$ cat config.mk
export PLATFORM = sky130hd
export DESIGN_NAME = anf_sweep_engine
export DESIGN_NICKNAME = d
export VERILOG_FILES = /design/src/rtl/anf_sweep_engine.sv
export SDC_FILE = /design/constraint.sdc
export NUM_CORES = 1
export LEC_CHECK = 0
export ABC_CLOCK_PERIOD_IN_PS = 3200
export BUFFER_PORTS_ARGS = -buffer_cell sky130_fd_sc_hd__buf_2
export CAP_MARGIN = 20
export CORE_MARGIN = 2
export CORE_UTILIZATION = 43
export DETAILED_ROUTE_END_ITERATION = 7
export PLACE_DENSITY = 0.57
export SLEW_MARGIN = 20
export SYNTH_ARGS = -nofsm -noshare
export SYNTH_HDL_FRONTEND = slang
export SYNTH_SLANG_ARGS = --single-unit
export TNS_END_PERCENT = 20
$ cat constraint.sdc
create_clock -name i_clk -period 3.2 [get_ports i_clk]
set_clock_uncertainty 0.2 [all_clocks]
set_input_delay 0.64 -clock i_clk [delete_from_list [all_inputs] [get_ports i_clk]]
set_output_delay 0.64 -clock i_clk [all_outputs]
set_load 0.02 [all_outputs]
$ cat src/rtl/anf_sweep_engine.sv
// Writable M-column truth table over N inputs with an in-place Moebius (truth table <-> ANF)
// transform, a per-column degree/nonzero scan, and registered evaluation reads.
module anf_sweep_engine #(
  parameter int N  = 3,
  parameter int M  = 6,
  parameter int DW = $clog2(N+1)
) (
  input  logic            i_clk,
  input  logic            i_rst,
  input  logic            i_wr_en,
  input  logic [N-1:0]    i_wr_addr,
  input  logic [M-1:0]    i_wr_data,
  input  logic            i_start,
  output logic            o_busy,
  output logic            o_done,
  input  logic            i_eval_en,
  input  logic [N-1:0]    i_x,
  output logic [M-1:0]    o_y,
  output logic            o_y_valid,
  output logic [M*DW-1:0] o_deg,
  output logic [M-1:0]    o_nonzero
);
  localparam int D  = 1 << N;
  localparam int SW = (N > 1) ? $clog2(N) : 1;

  typedef enum logic [1:0] {IDLE, XFORM, SCAN} state_t;

  state_t               r_state;
  logic [M-1:0]         r_tab [D];
  logic [SW-1:0]        r_s;
  logic [N-1:0]         r_a;
  logic [M-1:0][DW-1:0] r_deg_acc, r_deg, w_deg_nxt;
  logic [M-1:0]         r_nz_acc, w_nz_nxt;
  logic [DW-1:0]        w_pop;
  logic [M-1:0]         w_word;
  logic [N-1:0]         w_bit;

  assign w_bit = N'(1) << r_s;
  assign o_deg = r_deg;

  // Running max of popcount(addr) over the nonzero entries seen so far, per column.
  always_comb begin
    w_pop = '0;
    for (int i = 0; i < N; i++) w_pop = w_pop + DW'(r_a[i]);
    w_word    = r_tab[r_a];
    w_deg_nxt = r_deg_acc;
    w_nz_nxt  = r_nz_acc;
    for (int j = 0; j < M; j++) begin
      if (w_word[j]) begin
        w_nz_nxt[j] = 1'b1;
        if (w_pop > r_deg_acc[j]) w_deg_nxt[j] = w_pop;
      end
    end
  end

  always_ff @(posedge i_clk) begin
    if (i_rst) begin
      r_state   <= IDLE;
      r_s       <= '0;
      r_a       <= '0;
      r_deg_acc <= '0;
      r_nz_acc  <= '0;
      r_deg     <= '0;
      o_nonzero <= '0;
      o_busy    <= 1'b0;
      o_done    <= 1'b0;
      o_y       <= '0;
      o_y_valid <= 1'b0;
      for (int a = 0; a < D; a++) r_tab[a] <= '0;
    end else begin
      o_done    <= 1'b0;
      o_y_valid <= 1'b0;
      case (r_state)
        IDLE: begin
          if (i_wr_en) r_tab[i_wr_addr] <= i_wr_data;
          if (i_eval_en) begin
            o_y       <= r_tab[i_x];
            o_y_valid <= 1'b1;
          end
          if (i_start) begin
            r_state <= XFORM;
            r_s     <= '0;
            o_busy  <= 1'b1;
          end
        end
        XFORM: begin
          // Butterfly on bit s: upper half of each pair absorbs its lower partner.
          for (int a = 0; a < D; a++)
            if ((N'(a) & w_bit) != '0) r_tab[a] <= r_tab[a] ^ r_tab[N'(a) ^ w_bit];
          if (r_s == SW'(N-1)) begin
            r_state   <= SCAN;
            r_a       <= '0;
            r_deg_acc <= '0;
            r_nz_acc  <= '0;
          end else begin
            r_s <= r_s + SW'(1);
          end
        end
        SCAN: begin
          r_deg_acc <= w_deg_nxt;
          r_nz_acc  <= w_nz_nxt;
          if (r_a == N'(D-1)) begin
            r_deg     <= w_deg_nxt;
            o_nonzero <= w_nz_nxt;
            o_busy    <= 1'b0;
            o_done    <= 1'b1;
            r_state   <= IDLE;
          end else begin
            r_a <= r_a + N'(1);
          end
        end
        default: r_state <= IDLE;
      endcase
    end
  end
endmodule

==> results.py <==
metrics = {
    "power_and_ir_drop": {
        "p_per_area_nw_per_um2": 432.4,
        "power.total_mw": 3.540,
        "ir_drop_mv": 0.2838,
        "p_leak_nw": 3.068,
    },
    "logic_synthesis": {
        "synth_ff_type": "dfxtp_1",
        "synth_area_leaders": "edfxtp_1 20%, mux4_2 19%, dfxtp_1 15%",
        "synth_top_family_by_area": "multiplexers",
        "synth_seq_area_share": 0.3450,
        "yosys.area.top_type_share": 0.1956,
        "synthMuxAreaShare": 0.2754,
        "synth_edf_count": 48,
        "synth-adder-area-share": 0.04346,
        "synth_xor_area_frac": 0.04992,
        "yosysTopAreaCell": "edfxtp_1",
        "synth-async-reset-ratio": 0,
        "syn_inst": 658,
        "synthSimpleGateAreaFrac": 0.1370,
        "syn_nets": 700,
        "yosys_register_bits": 103,
        "yosysUniqueCellTypes": 52,
        "synthesis.area_um2": 7370,
        "yosysWarningCount": 0,
        "syn_area_per_cell_um2": 11.20,
        "synth_compound_area_frac": 0.1126,
    },
    "timing": {
        "tns_ns": 0,
        "hold_viol_final": 0,
        "drv_slew": 0,
        "worst_pin_slew_ns": 0.9096,
        "setup_violations": 0,
        "relSlewSlack": 0.3936,
        "period_needed_ns": 2.718,
        "maxClockFrequency_mhz": 367.9,
        "finalCritPeriodShare": 0.8495,
        "rsz0062_at_grt": "no",
    },
    "cts": {
        "clk_latency_ns": 0.37,
        "h-tree-depth": 3,
        "clockBufferDepth": 2,
        "postCtsHoldBufs": 0,
        "cts_made_buffers": 9,
        "cts_setup_buffers": 0,
        "cts.reportedPaths.clkPinSlew_ns": 0.08,
        "clock-sinks": 103,
        "cts_tree": "done",
        "ctsResizeCount": 0,
        "cts-root-buf": "clkbuf_16",
    },
    "finish": {
        "drive_gt1_frac": 0.2287,
        "multi_input_area_um2": 4564,
        "nNetsFinal": 728,
        "seq_area_um2": 2542,
        "syn_to_final_growth_pct": 11.09,
        "layout_commonest_cell": "mux4_2",
        "layout_common_cells": "62 x mux4_2, 55 x dfxtp_1, 50 x nand2_1",
        "n_antenna_cell": 0,
        "fillers": 1496,
    },
    "status": {
        "run_status": "finished clean",
    },
    "floorplanning": {
        "core_area_um2": 16640,
        "dieWidth_um": 134.9,
        "die_h_um": 134.9,
        "row_count": 47,
        "die_area_um2": 18200,
        "ios": 44,
        "start_util": 0.4428,
    },
    "detailed_routing": {
        "vias": 5818,
        "postRouteAntennaNets": 0,
        "viasPerCell": 6.386,
        "drtPass1Iterations": 5,
        "wire_per_inst_um": 22.22,
        "wl_met3_um": 1026,
        "top_layer": "met4",
        "wl_met2_um": 9668,
        "drc": 0,
        "finalWirelength_um": 20250,
        "first_iter_violations": 451,
        "met1_length_um": 9158,
    },
    "placed_design": {
        "gp_congestion": 0.8655,
        "dpl.hpwl_um": 14610,
        "port_buffers": 43,
    },
    "critical_path": {
        "required_ns": 3.11,
        "cp_max_fo": 32,
        "crit_path_end_kind": "flip-flop",
        "reg2reg_slack_ns": 0.48,
        "setup.worst_path.start_class": "flip-flop",
        "critPathKind": "reg -> reg",
        "critPathArrivalTime_ns": 2.63,
    },
    "global_routing": {
        "grt_pass1_vias": 5688,
        "grt_usage": 0.2304,
        "grt_max_degree": 44,
        "antenna_found_initial": 0,
        "grt_pass1_wl_um": 32040,
        "globalRouteOverflowTotal": 0,
    },
    "run": {
        "cap_violations": 0,
    },
    "worst_hold_path": {
        "hp-class": "reg -> reg",
    },
}
-- worst max-delay path, stage by stage (launching register included) --
cell and delay (ns):
dfxtp_1 0.35, inv_1 0.12, ha_2 0.46, buf_12 0.28
mux4_2 0.55, mux2i_1 0.20, xor2_1 0.18, o21ai_0 0.10
-- synthesized netlist by cell type (all sizes together), types with 2 or more instances --
library cell and count:
mux4 66, dfxtp 55, nand2 50, edfxtp 48
mux2i 43, nor2 37, xor2 30, nor3 29
clkbuf 26, buf 24, ha 24, nand3 24
o21ai 24, inv 16, o31ai 13, o2bb2ai 12
xnor2 12, a22oi 10, nor4b 10, a311o 9
nand2b 9, nor2b 9, or4b 8, a22o 7
mux2 7, a21oi 6, and2 6, o211ai 5
a311oi 4, a32oi 4, nor3b 4, o2111ai 4
o311ai 4, a211o 3, nand4 3, o21a 3
o21bai 2
-- kinds of logic (layout without fill, tap and decap cells) --
kind of cell / Yosys count / after routing
AND/OR/NAND/NOR: 195 / 195
buffers and inverters: 66 / 99
XOR/XNOR: 42 / 42
multiplexers: 116 / 116
flip-flops: 103 / 103
adder cells (fa/ha/maj): 25 / 25
AO/OA/AOI/OAI: 111 / 111
-- flip-flops by register name (all words and copies together) (netlist names), named ones only --
register   count
o_nonzero      6
o_y            6
r_a            3
o_busy         1
r_state        2
o_deg         12
o_done         1
r_tab         48
r_nz_acc       6
r_deg_acc     12
r_s            2
o_y_valid      1
-- stage by stage --
stage	setup slack [ns]	utilization	instance area, µm²	instances	hold slack, ns
final	0.4817	0.4919	8187	911	0.2581
after global routing	0.3174	0.4919	8187	911	0.2998
after CTS	0.4914	0.4919	8187	911	0.2600
after detailed placement	0.5180	0.4732	7875	895	0.2411
after global placement	0.5432	0.4732	7875	895	0.2325
after floorplan	0.6808	-	7370	658	0.2800
-- area by class of cell --
class / count / area share
Clock inverter: 7 / 0.01055
Clock buffer: 9 / 0.02751
Sequential cell: 103 / 0.3106
Timing Repair Buffer: 67 / 0.05288
Tap cell: 220 / 0.03362
Inverter: 16 / 0.007336
Multi-Input combinational cell: 489 / 0.5575
-- final timing paths --
path | startpoint | endpoint | depth (start not counted)
worst max-delay path | r_s[0]$_SDFFE_PP0P_ | r_tab[2][5]$_DFFE_PP_ | 7
worst min-delay path | o_y[3]$_SDFFE_PP0P_ | o_y[3]$_SDFFE_PP0P_ | 2
worst max register to register | r_s[0]$_SDFFE_PP0P_ | r_tab[2][5]$_DFFE_PP_ | 7
worst min register to register | o_y[3]$_SDFFE_PP0P_ | o_y[3]$_SDFFE_PP0P_ | 2
-- routing by layer --
| metal | up-vias | global-route usage |
|---|---|---|
| met5 | - | 0 |
| met4 | 0 | 0.08713 |
| met3 | 26 | 0.02815 |
| met2 | 210 | 0.3629 |
| met1 | 2946 | 0.3265 |
| li1 | 2636 | - |
-- power breakdown --
part / internal, mW / total (mW) / leakage (nW) / switching (mW)
combinational: 0.376 / 0.744 / 1.97 / 0.369
clock: 0.566 / 1.17 / 0.153 / 0.603
sequential: 1.48 / 1.63 / 0.948 / 0.146
(Power assumes the default switching activity.)
